### config.mk
export PLATFORM = sky130hd
export DESIGN_NAME = ram_port_arbiter_flat
export DESIGN_NICKNAME = d
export VERILOG_FILES = /design/src/rtl/ram_port_arbiter_if.sv /design/src/rtl/ram_port_arbiter.sv /design/src/flat_wrapper.sv
export SDC_FILE = /design/constraint.sdc
export NUM_CORES = 1
export LEC_CHECK = 0
export BUFFER_PORTS_ARGS = -buffer_cell sky130_fd_sc_hd__buf_2
export CORE_AREA = 5 5 193 195
export CTS_CLUSTER_DIAMETER = 120
export CTS_CLUSTER_SIZE = 16
export DETAILED_ROUTE_END_ITERATION = 8
export DIE_AREA = 0 0 198 200
export GPL_ROUTABILITY_DRIVEN = 0
export PLACE_DENSITY = 0.32
export RECOVER_POWER = 50
export REMOVE_ABC_BUFFERS = 1
export SKIP_LAST_GASP = 1
export SLEW_MARGIN = 0
export SYNTH_ARGS = -nofsm -noshare
export SYNTH_HDL_FRONTEND = slang
export SYNTH_SLANG_ARGS = --single-unit
### constraint.sdc
create_clock -name CLK -period 6 [get_ports CLK]
set_clock_uncertainty 0.2 [all_clocks]
set_input_delay 1.2 -clock CLK [delete_from_list [all_inputs] [get_ports CLK]]
set_output_delay 1.2 -clock CLK [all_outputs]
set_load 0.02 [all_outputs]
### src/rtl/ram_port_arbiter_if.sv
// ram_port_arbiter_if: bundles the cache-side request/response signals and the shared RAM port
// signals seen by ram_port_arbiter.
//   slave  modport - used by the arbiter (takes requests and RAM status, drives RAM and stalls)
//   master modport - used by the environment (cache controllers plus RAM model)
// Packed per-requester vectors: requester i occupies [i*W +: W].
interface ram_port_arbiter_if #(
    parameter int unsigned NREQ   = 4,
    parameter int unsigned ADDR_W = 32,
    parameter int unsigned DATA_W = 32
);
    localparam int unsigned ID_W = $clog2(NREQ);

    // Cache side
    logic [NREQ-1:0]        req_ren;
    logic [NREQ-1:0]        req_wen;
    logic [NREQ-1:0]        req_lock;
    logic [NREQ*ADDR_W-1:0] req_addr;
    logic [NREQ*DATA_W-1:0] req_store;
    logic [NREQ-1:0]        req_wait;
    logic [NREQ*DATA_W-1:0] req_load;
    logic [NREQ-1:0]        req_err;

    // RAM side
    logic                   ramREN;
    logic                   ramWEN;
    logic [ADDR_W-1:0]      ramaddr;
    logic [DATA_W-1:0]      ramstore;
    logic [DATA_W-1:0]      ramload;
    logic [1:0]             ramstate;

    // Status
    logic [ID_W-1:0]        grant_id;
    logic                   busy;

    modport slave (
        input  req_ren, req_wen, req_lock, req_addr, req_store, ramload, ramstate,
        output req_wait, req_load, req_err, ramREN, ramWEN, ramaddr, ramstore, grant_id, busy
    );

    modport master (
        output req_ren, req_wen, req_lock, req_addr, req_store, ramload, ramstate,
        input  req_wait, req_load, req_err, ramREN, ramWEN, ramaddr, ramstore, grant_id, busy
    );
endinterface

### src/rtl/ram_port_arbiter.sv
// ram_port_arbiter: round-robin sharing of one RAM port among NREQ cache requesters.
// IDLE picks the first pending requester at or after the rr pointer (one grant cycle, RAM
// enables low). ACTIVE forwards the owner's request to RAM combinationally until ACCESS
// (completion), ERROR / watchdog expiry (abort with req_err pulse) or the owner dropping its
// request. A held req_lock keeps ownership across consecutive completions.
// Ports:
//   CLK  - clock, rising edge
//   nRST - asynchronous active-low reset
//   bus  - ram_port_arbiter_if.slave: per-requester ren/wen/lock/addr/store in, wait/load/err
//          out; RAM REN/WEN/addr/store out, load/state in; grant_id and busy status out
module ram_port_arbiter #(
    parameter int unsigned NREQ    = 4,
    parameter int unsigned ADDR_W  = 32,
    parameter int unsigned DATA_W  = 32,
    parameter int unsigned TIMEOUT = 64
) (
    input logic               CLK,
    input logic               nRST,
    ram_port_arbiter_if.slave bus
);
    localparam int unsigned     ID_W       = $clog2(NREQ);
    localparam int unsigned     WD_W       = $clog2(TIMEOUT);
    localparam logic [1:0]      RAM_ACCESS = 2'd2;
    localparam logic [1:0]      RAM_ERROR  = 2'd3;
    localparam logic [WD_W-1:0] WD_LAST    = WD_W'(TIMEOUT - 1);
    localparam logic [ID_W-1:0] ID_LAST    = ID_W'(NREQ - 1);

    typedef enum logic {IDLE, ACTIVE} state_e;

    state_e          state_q;
    logic [ID_W-1:0] ptr_q;
    logic [ID_W-1:0] owner_q;
    logic [WD_W-1:0] wdog_q;

    logic [NREQ-1:0]        pending;
    logic [ID_W-1:0]        pick;
    logic                   pick_found;
    logic [ID_W-1:0]        owner_inc;
    int                     cand;
    logic                   own_ren, own_wen, own_lock;
    logic [ADDR_W-1:0]      own_addr;
    logic [DATA_W-1:0]      own_store;
    logic                   active, access, abort, dropped;
    logic [NREQ-1:0]        wait_vec, err_vec;
    logic [NREQ*DATA_W-1:0] load_vec;

    assign pending = bus.req_ren | bus.req_wen;

    // Scan offsets from high to low so the smallest offset from the pointer wins.
    always_comb begin
        pick       = '0;
        pick_found = 1'b0;
        cand       = 0;
        for (int i = int'(NREQ) - 1; i >= 0; i--) begin
            cand = int'(ptr_q) + i;
            if (cand >= int'(NREQ)) cand = cand - int'(NREQ);
            if (pending[cand]) begin
                pick       = ID_W'(cand);
                pick_found = 1'b1;
            end
        end
    end

    // Owner's request fields.
    always_comb begin
        own_ren   = 1'b0;
        own_wen   = 1'b0;
        own_lock  = 1'b0;
        own_addr  = '0;
        own_store = '0;
        for (int i = 0; i < int'(NREQ); i++) begin
            if (owner_q == ID_W'(i)) begin
                own_ren   = bus.req_ren[i];
                own_wen   = bus.req_wen[i];
                own_lock  = bus.req_lock[i];
                own_addr  = bus.req_addr[i*ADDR_W +: ADDR_W];
                own_store = bus.req_store[i*DATA_W +: DATA_W];
            end
        end
    end

    assign owner_inc = (owner_q == ID_LAST) ? '0 : owner_q + 1'b1;

    assign active  = (state_q == ACTIVE);
    assign access  = active && (bus.ramstate == RAM_ACCESS);
    assign dropped = active && !own_ren && !own_wen;
    // ACCESS beats abort; an owner that has already left gets no error pulse.
    assign abort   = active && !access && !dropped &&
                     ((bus.ramstate == RAM_ERROR) || (wdog_q == WD_LAST));

    assign bus.ramWEN   = active & own_wen;
    assign bus.ramREN   = active & own_ren & ~own_wen;
    assign bus.ramaddr  = active ? own_addr : '0;
    assign bus.ramstore = (active && own_wen) ? own_store : '0;
    assign bus.grant_id = owner_q;
    assign bus.busy     = active;

    always_comb begin
        wait_vec = '1;
        err_vec  = '0;
        load_vec = '0;
        for (int i = 0; i < int'(NREQ); i++) begin
            if (owner_q == ID_W'(i)) begin
                wait_vec[i]                  = ~access;
                err_vec[i]                   = abort;
                load_vec[i*DATA_W +: DATA_W] = active ? bus.ramload : '0;
            end
        end
    end

    assign bus.req_wait = wait_vec;
    assign bus.req_err  = err_vec;
    assign bus.req_load = load_vec;

    always_ff @(posedge CLK or negedge nRST) begin
        if (!nRST) begin
            state_q <= IDLE;
            ptr_q   <= '0;
            owner_q <= '0;
            wdog_q  <= '0;
        end else begin
            unique case (state_q)
                IDLE: begin
                    if (pick_found) begin
                        owner_q <= pick;
                        wdog_q  <= '0;
                        state_q <= ACTIVE;
                    end
                end
                ACTIVE: begin
                    if (access && own_lock && (own_ren || own_wen)) begin
                        // Locked burst: keep the port, restart the watchdog for the next word.
                        wdog_q <= '0;
                    end else if (access || abort || dropped) begin
                        state_q <= IDLE;
                        ptr_q   <= owner_inc;
                        wdog_q  <= '0;
                    end else begin
                        wdog_q <= wdog_q + 1'b1;
                    end
                end
                default: state_q <= IDLE;
            endcase
        end
    end
endmodule

### src/flat_wrapper.sv
// flat-port wrapper written by rule: the top's interface ports become plain ports
module ram_port_arbiter_flat 
#(
    parameter int unsigned NREQ    = 4,
    parameter int unsigned ADDR_W  = 32,
    parameter int unsigned DATA_W  = 32,
    parameter int unsigned TIMEOUT = 64
)
  (CLK, nRST, bus_req_ren, bus_req_wen, bus_req_lock, bus_req_addr, bus_req_store, bus_ramload, bus_ramstate, bus_req_wait, bus_req_load, bus_req_err, bus_ramREN, bus_ramWEN, bus_ramaddr, bus_ramstore, bus_grant_id, bus_busy);
  ram_port_arbiter_if #(.NREQ(NREQ), .ADDR_W(ADDR_W), .DATA_W(DATA_W)) bus_i ();
  input logic CLK;
  input logic nRST;
  input wire logic [$bits(bus_i.req_ren)-1:0] bus_req_ren;
  input wire logic [$bits(bus_i.req_wen)-1:0] bus_req_wen;
  input wire logic [$bits(bus_i.req_lock)-1:0] bus_req_lock;
  input wire logic [$bits(bus_i.req_addr)-1:0] bus_req_addr;
  input wire logic [$bits(bus_i.req_store)-1:0] bus_req_store;
  input wire logic [$bits(bus_i.ramload)-1:0] bus_ramload;
  input wire logic [$bits(bus_i.ramstate)-1:0] bus_ramstate;
  output wire logic [$bits(bus_i.req_wait)-1:0] bus_req_wait;
  output wire logic [$bits(bus_i.req_load)-1:0] bus_req_load;
  output wire logic [$bits(bus_i.req_err)-1:0] bus_req_err;
  output wire logic [$bits(bus_i.ramREN)-1:0] bus_ramREN;
  output wire logic [$bits(bus_i.ramWEN)-1:0] bus_ramWEN;
  output wire logic [$bits(bus_i.ramaddr)-1:0] bus_ramaddr;
  output wire logic [$bits(bus_i.ramstore)-1:0] bus_ramstore;
  output wire logic [$bits(bus_i.grant_id)-1:0] bus_grant_id;
  output wire logic [$bits(bus_i.busy)-1:0] bus_busy;
  assign bus_i.req_ren = bus_req_ren;
  assign bus_i.req_wen = bus_req_wen;
  assign bus_i.req_lock = bus_req_lock;
  assign bus_i.req_addr = bus_req_addr;
  assign bus_i.req_store = bus_req_store;
  assign bus_i.ramload = bus_ramload;
  assign bus_i.ramstate = bus_ramstate;
  assign bus_req_wait = bus_i.req_wait;
  assign bus_req_load = bus_i.req_load;
  assign bus_req_err = bus_i.req_err;
  assign bus_ramREN = bus_i.ramREN;
  assign bus_ramWEN = bus_i.ramWEN;
  assign bus_ramaddr = bus_i.ramaddr;
  assign bus_ramstore = bus_i.ramstore;
  assign bus_grant_id = bus_i.grant_id;
  assign bus_busy = bus_i.busy;
  ram_port_arbiter #(.NREQ(NREQ), .ADDR_W(ADDR_W), .DATA_W(DATA_W), .TIMEOUT(TIMEOUT)) u_core (.CLK(CLK), .nRST(nRST), .bus(bus_i));
endmodule
**Word level (Yosys, flattened, before mapping)**

Cells that the tools add are included.
Widths: inputs -> output; s select.

- Bitwise logic cells: 8
- Reductions and logical operators: 20
- Mux-type cells: 68
- $lt $le $gt $ge: 8
- Eq/ne operators: 7
- $add $sub $neg: 9

Operator list:

| operator | count |
|---|---|
| $mux 32 | 19 |
| $lt 32x4->1 const B | 4 |
| $ge 32x4->1 const B | 3 |
| $sub 32x4->32 const B | 3 |
| $mux 1 | 35 |
| $mux 6 | 3 |
| $pmux 6 s2 | 1 |
| $mux 2 | 5 |
| $logic_and 1x1->1 | 9 |
| $bmux 1 s2 | 4 |
| $eq 2x2->1 const B | 4 |
| $add 2x2->3 const B | 2 |
| $add 6x1->6 const B | 1 |
| $eq 6x6->1 const B | 1 |
| $logic_not 1->1 | 4 |
| $logic_or 1x1->1 | 4 |
| $not 1->1 | 4 |
| $or 4x4->4 | 1 |
| $sub 2x3->4 const B | 1 |
| $add 2x1->3 const B | 1 |
| $and 1x1->1 | 3 |
| $ge 2x3->1 const B | 1 |
| $reduce_and 3->1 | 1 |
| $add 2x1->2 const B | 1 |
| 5 further kinds | 5 |

- Flip-flop bits (word level): 11
- Input port bits: 304

**Depth between registers and ports, before layout**

Gate-level depths: netlist (run 1).

- Word-level depth: 16
- Gate-level depth with buffers: 10

**Least setup slack after synthesis (run 1)**

Ideal clock, no wire load.

- Kind: in2out
- Start point: input bus_req_wen[1]
- End point: output bus_ramstore[10]
- Data arrival time: 2.315 ns
- Path buffers: 1
- Stages: 5
- Setup slack: 2.285 ns
- Required time: 4.600 ns
- Cells stage by stage: a211oi_1 a211oi_1 nand2_1 clkbuf_1 nor2_1

- Cells in the longest elaborated chain, start to end: 5

Ends and longest elaborated chain:

| element | line | text |
|---|---|---|
| start, declared | flat_wrapper.sv:14 | `input wire logic [$bits(bus_i.req_wen)-1:0] bus_req_wen;` |
| $mux 1 (3 in a row) | ram_port_arbiter.sv:72 | `if (owner_q == ID_W'(i)) begin` |
| $logic_and 1x1->1 | ram_port_arbiter.sv:94 | `assign bus.ramstore = (active && own_wen) ? own_store : '0;` |
| $mux 32 | ram_port_arbiter.sv:94 |  |
| end, declared | flat_wrapper.sv:26 | `output wire logic [$bits(bus_i.ramstore)-1:0] bus_ramstore;` |

No other way between the ends.

**Worst setup path in the final report (run 1)**

- Start point: register u_core.state_q (netlist: u_core.bus.busy)
- End point: output bus_req_load[44]

- Cells in the longest elaborated chain, start to end: 2

Ends and longest elaborated chain:

| element | line | text |
|---|---|---|
| start, declared | ram_port_arbiter.sv:30 | `state_e state_q;` |
| start signal, assigned | ram_port_arbiter.sv:117 | `state_q <= IDLE;` |
| start signal, assigned | ram_port_arbiter.sv:127 | `state_q <= ACTIVE;` |
| start signal, assigned | ram_port_arbiter.sv:135 | `state_q <= IDLE;` |
| $mux 32 | ram_port_arbiter.sv:106 | `load_vec[i*DATA_W +: DATA_W] = active ? bus.ramload : '0;` |
| $mux 32 | ram_port_arbiter.sv:103 | `if (owner_q == ID_W'(i)) begin` |
| end, declared | flat_wrapper.sv:21 | `output wire logic [$bits(bus_i.req_load)-1:0] bus_req_load;` |

No other way between the ends.

==> results of run 1 <==
[metrics by stage]
step / cells / setup WS, ns / instance area (um2) / power [mW] / TNS (ns)
final: 1537 / 1.069 / 6640 / 3.449 / 0
after global routing: 1537 / 0.7007 / 6640 / 3.787 / 0
after CTS: 1536 / 1.469 / 6774 / 3.550 / 0
after detailed placement: 1532 / 1.726 / 6694 / 3.417 / 0
after global placement: 1532 / 1.720 / 6694 / 3.469 / 0
after floorplan: 552 / -0.3200 / 3431 / 2.211 / -19.93
[cells by family (layout without fill, tap and decap cells)]
logic type,Yosys count,count (layout),share of synthesized area (%)
AOI/OAI and AO/OA,157,157,29.01
adders and majority gates,5,5,1.671
DFF,11,11,7.353
muxes,3,3,1.103
buffers and inverters,88,530,9.058
other,0,1,0
and+or+nand+nor,367,367,51.34
xor gates and xnor gates,2,2,0.4680
[where the power goes]
group	switching, mW	internal (mW)
sequential	0.0580	0.0972
clock	0.0347	0.0884
combinational	2.11	1.06
[cell usage after synthesis, types with 2 or more instances]
| cell | instances |
|---|---|
| and3_1 | 129 |
| nor2_1 | 108 |
| a21oi_1 | 66 |
| nor3_1 | 65 |
| a221oi_1 | 63 |
| clkbuf_1 | 57 |
| nor2b_1 | 38 |
| buf_1 | 17 |
| dfrtp_1 | 11 |
| nand3_1 | 9 |
| o21ai_0 | 8 |
| buf_2 | 7 |
| inv_1 | 7 |
| nand2_1 | 7 |
| a211oi_1 | 6 |
| ha_1 | 5 |
| a22o_1 | 4 |
| nand2b_1 | 4 |
| nand3b_1 | 3 |
| a21o_1 | 2 |
| mux2_4 | 2 |
| nor3b_1 | 2 |
[area by class of cell]
class	instances	share of cell area, %
antenna	1	0.03769
clock buffer	3	1.131
clock inverter	1	0.07537
inverter	7	0.3957
multi-input combinational	534	47.80
sequential	11	4.145
tap	461	8.687
timing repair buffer	519	37.72
[flip-flops by register name, summed over array words and instances, names as in the netlist]
register	cells
u_core.ptr_q	2
u_core.bus.grant_id	2
u_core.bus.busy	1
u_core.wdog_q	6
[worst max-delay path by stage]
stage                                             startpoint                to  cells after the start
after floorplan           u_core.bus.grant_id[1]$_DFFE_PN0P_    bus_ramaddr[0]                      7
after global placement    u_core.bus.grant_id[0]$_DFFE_PN0P_   bus_ramaddr[20]                      9
after detailed placement  u_core.bus.grant_id[0]$_DFFE_PN0P_  bus_ramstore[30]                      9
after CTS                 u_core.bus.grant_id[0]$_DFFE_PN0P_  bus_ramstore[30]                      9
after global routing               u_core.bus.busy$_DFF_PN0_  bus_req_load[55]                      3
final                              u_core.bus.busy$_DFF_PN0_  bus_req_load[44]                      3
[cell usage in the layout, fill, tap and decap left out, types with 8 or more instances in the layout]
master and instances:
o21ai_0 8, nor3_1 65, nor2_1 108, and3_1 129, buf_2 414, buf_4 10
nor2b_1 37, a21oi_1 66, a221oi_1 63, clkbuf_1 94, dfrtp_1 11, nand3_1 9
[worst max-delay path, delay by kind of cell (launching register included)]
family        cells  cell delay [ns]
simple gates      1             0.34
buf+inv           2             1.88
flops             1             0.96
[layer usage]
| layer | track usage, % | wire, um |
|---|---|---|
| met4 | 1.913 | 418 |
| met2 | 24.20 | 14280 |
| met5 | 0 | 13 |
| met1 | 14.48 | 10610 |
| met3 | 2.450 | 2467 |
==> metrics, run 1 <==
Syn Area/Cell=5.914 um2; Total GRT Usage=12.51%; first-pass GRT wire length=39710 um; worst setup path category=reg2out; number of synthesized flops with an enable pin=0; initial core utilization=10.63%; sequential area share after synthesis=7.353%; wire per inst=18.08 um; critical path required time=4.60 ns; Synth area leader=and3_1; YS warnings=0; FFs w/ async S/R, synth=100.0%; filler instances=4152; Final HPWL DP=22330 um; CTS sink count=11; share of post-route cells with drive strength above 1=40.74%; Slew Limit Fails=147; storage element area=275.3 um2; top post-synthesis cells by area=and3_1, a221oi_1, nor2_1; Static Leak=3.640 nW; starting DRC count in detailed routing=284; flops & latches, synth=11; Worst-path clk slew=0.05 ns; Post-CTS Resized=0; Hold Fails Final Rpt=0; Rows=69; clock root buffer=clkbuf_16; Netlist cell types=35; Min-Delay Path Depth=1; share of the synthesized area in the top cell type=21.56%; synth-to-layout area growth=77.37%; worst skew pair latency=0.24 ns; CP max-delay cell=clkbuf_2; final core area utilization=18.85%; hold slack=0.3426 ns; FMAX=0.2028 GHz; CTS tree=built; CP cell instances=clkbuf_2 -> and3_1 -> clkbuf_1; RSZ-0062 raised after global routing=no; Worst-Margin Slew=2.128 ns; CP Launch Type=flop; total setup buffers inserted after CTS=0; synthesized instance count=633; relative slew slack=-41.83%; detailed-route DRC error count=0; dominant synthesized flop cell=dfrtp_1; HP Start=u_core.wdog_q[1]$_DFFE_PN0P_; initial antenna violation count=2; vias per inst=4.302; grt ovf=0; DRT Pass-1 Iters=5; Crit Reg-Reg Startpoint=u_core.bus.busy$_DFF_PN0_; PD cells=519.4 mW/mm2; Placeable Area=0.03522 mm2; crit-path max cell delay=1.61 ns; Die ar.=0.03960 mm2; Syn Std Cell Area=0.003744 mm2; Critical R2R Capture=u_core.wdog_q[3]$_DFFE_PN0P_; Hold Crit Class=reg2reg; worst r2r path cells=4; Die X-Extent=198 um; number of setup violations in the final report=0; violated checks=max-capacitance violations, max-slew violations; status=finished, violations left; Max Cap Viol=1; CTS max path bufs=2; die height=200 um; Post-DRT Antenna Nets=0; Vias=6612; vias in the first global route=6808; Worst EP arrival=3.53 ns; largest net degree at the start of global routing=147; CP endpoint kind=primary output; multi-input gate area in the final layout=0.003174 mm2; IO buf count=508; fin crit period=4.931 ns; Max VDD drop=0.1696 mV; cts hold-fix bufs=0; Worst Hold Path EP=u_core.wdog_q[1]$_DFFE_PN0P_; Nets=1385; drt total wl=27790 um; fin crit share=82.19%; number of buffers created by CTS=3; Reg2Reg Setup Slack=2.11 ns; H-tree level count=1; peak fanout along the critical path=146; number of placed I/O pins=509
Power figures use the tool's default switching activity.
==> run 2: changes to the inputs <==
--- a/config.mk
+++ b/config.mk
@@ -6,13 +6,13 @@
 export NUM_CORES = 1
 export LEC_CHECK = 0
 export BUFFER_PORTS_ARGS = -buffer_cell sky130_fd_sc_hd__buf_2
-export CORE_AREA = 5 5 193 195
+export CORE_AREA = 5 5 194 196
 export CTS_CLUSTER_DIAMETER = 120
 export CTS_CLUSTER_SIZE = 16
 export DETAILED_ROUTE_END_ITERATION = 8
-export DIE_AREA = 0 0 198 200
+export DIE_AREA = 0 0 199 201
 export GPL_ROUTABILITY_DRIVEN = 0
-export PLACE_DENSITY = 0.32
+export PLACE_DENSITY = 0.33
 export RECOVER_POWER = 50
 export REMOVE_ABC_BUFFERS = 1
 export SKIP_LAST_GASP = 1
==> constraint.sdc (replaced) <==
create_clock -name CLK -period 4.4 [get_ports CLK]
set_clock_uncertainty 0.2 [all_clocks]
set_input_delay 0.88 -clock CLK [delete_from_list [all_inputs] [get_ports CLK]]
set_output_delay 0.88 -clock CLK [all_outputs]
set_load 0.02 [all_outputs]
==> run 2 against run 1 <==
Sequential share of layout area is essentially flat. First-iteration DRC count down 13%. Critical path depth up 6. The run now ends clean. Non-clock buffer count is 3 higher. Clock power grew 33%. Count of clock-buffer cells in the layout rose by 1. Critical endpoint is now bus_ramaddr[18].
==> metrics, run 2 (synthesis gave the netlist of run 1 again) <==
status=complete, no violations; starting DRC count in detailed routing=247; worst setup path category=reg2out; NetSw=3.003 mW; FMAX=0.2500 GHz; sequential group share of total power=5.9%; PD cells=704.1 mW/mm2; Die ar.=0.04000 mm2; CTS max path bufs=2; grt ovf=0; fin crit period=4.000 ns; setup_tns=0 ns; relative slew slack=7.644%; die height=201 um; Max VDD drop=0.2532 mV; Slew Limit Fails=0; Worst EP arrival=2.92 ns; initial antenna violation count=2; Worst-Margin Slew=1.385 ns; number of setup violations in the final report=0; Post-DRT Antenna Nets=0; Clock power frac=3.5%; Reg2Reg Setup Slack=1.57 ns; design area=0.006685 mm2; storage element area=276.5 um2; Post-CTS Resized=0; Hold Crit Class=reg2reg; Vias=6598; initial core utilization=10.43%; Max Cap Viol=0; Static Leak=3.684 nW; filler instances=4226; DP Worst Slack=0.7343 ns; first-pass GRT wire length=38610 um; number of flip-flops in the largest register=6; cts hold-fix bufs=0; RSZ-0062 raised after global routing=no; H-tree level count=1; Total GRT Usage=12.06%; number of buffers created by CTS=3; Crit Reg-Reg Startpoint=u_core.bus.busy$_DFF_PN0_; drt total wl=27090 um; detailed-route DRC error count=0; Die X-Extent=199 um; CTS sink count=11; multi-input gate area in the final layout=0.003154 mm2; Logic pwr share=90.6%; fin crit share=90.90%; CP endpoint kind=primary output; largest net degree at the start of global routing=114; Final WS setup=0.4004 ns; worst skew pair latency=0.24 ns; Net Sw Frac=63.80%; Critical R2R Capture=u_core.ptr_q[0]$_DFFE_PN0P_; vias per inst=4.265; CTS tree=built; commonest non-fill, non-tap cells in the layout=buf_2, and3_1, nor2_1; Worst-path clk slew=0.04 ns; worst r2r path cells=4; total setup buffers inserted after CTS=0; Hold Fails Final Rpt=0; Largest Register=u_core.wdog_q; clock root buffer=clkbuf_16; critical path required time=3.32 ns; final core area utilization=18.62%; Final HPWL DP=21600 um; peak fanout along the critical path=36; Rows=70; post-placement cell area=0.006738 mm2; share of post-route cells with drive strength above 1=41.28%; IO buf count=508; synth-to-layout area growth=78.58%; DRT Pass-1 Iters=6; wire per inst=17.51 um; Nets=1388; CP Launch Type=flop; number of placed I/O pins=509; Critical Path End=bus_ramaddr[18]; internal power=1.704 mW; Placeable Area=0.03591 mm2; CP Launch Point=u_core.bus.grant_id[0]$_DFFE_PN0P_; commonest non-fill, non-tap cell in the layout=buf_2; vias in the first global route=6709
==> run 2: changes by cell type in the layout (fill, tap and decap cells not counted), moves of 2 or more <==
| cell | change |
|---|---|
| buf_2 | +7 |
| clkbuf_1 | -6 |
| buf_12 | +2 |
| mux2_1 | +2 |
| mux2_4 | -2 |
==> run 2: cell type report <==
cell class / instances / area share, %
Multi-Input combinational cell: 534 / 47.18
Timing Repair Buffer: 522 / 38.31
Tap cell: 468 / 8.759
Sequential cell: 11 / 4.136
Clock buffer: 4 / 1.179
Inverter: 7 / 0.3930
Antenna cell: 1 / 0.03743
==> run 2: critical path, stage by stage, from the launching register on <==
cell     delay, ns
dfrtp_1       0.50
inv_1         0.14
ha_1          0.30
inv_2         0.53
buf_12        0.29
nor2_1        0.07
nor3_1        0.44
a21oi_1       0.08
nor2b_1       0.14
buf_2         0.17
==> run 2: stage by stage <==
stage               total power, mW  std cells  hold slack (ns)
global placement              4.761       1542           0.3245
finish                        4.707       1547           0.3407
detailed placement            4.672       1542           0.3311
CTS                           4.846       1546           0.3137
global route                  5.141       1547           0.3511
floorplan                     3.016        552           0.3011
==> run 2: worst min-delay path by stage <==
stage | startpoint | to | cells past startpoint
2_1_floorplan | u_core.wdog_q[1]$_DFFE_PN0P_ | u_core.wdog_q[1]$_DFFE_PN0P_ | 1
3_3_place_gp | u_core.wdog_q[1]$_DFFE_PN0P_ | u_core.wdog_q[1]$_DFFE_PN0P_ | 1
3_5_place_dp | u_core.wdog_q[1]$_DFFE_PN0P_ | u_core.wdog_q[1]$_DFFE_PN0P_ | 1
4_1_cts | nRST | u_core.wdog_q[4]$_DFFE_PN0P_ | 1
5_1_grt | u_core.wdog_q[1]$_DFFE_PN0P_ | u_core.wdog_q[1]$_DFFE_PN0P_ | 1
6_report | u_core.wdog_q[1]$_DFFE_PN0P_ | u_core.wdog_q[1]$_DFFE_PN0P_ | 1
==> run 2: metal layers <==
| metal | part of all wire, % | vias up | track usage, % |
|---|---|---|---|
| li1 | - | 3231 | - |
| met4 | 1.5 | 0 | 2.076 |
| met1 | 37 | 2965 | 13.49 |
| met5 | 0 | - | 0 |
| met2 | 52 | 372 | 23.60 |
| met3 | 9.5 | 30 | 2.232 |
==> run 2: power by group through the flow <==
stage / Clock (mW) / Sequential (mW) / Combinational, mW
after global placement: 0 / 0.286 / 4.47
after CTS: 0.168 / 0.281 / 4.40
after floorplan: 0 / 0.271 / 2.74
after global routing: 0.172 / 0.301 / 4.67
final: 0.164 / 0.278 / 4.27
after detailed placement: 0 / 0.282 / 4.39
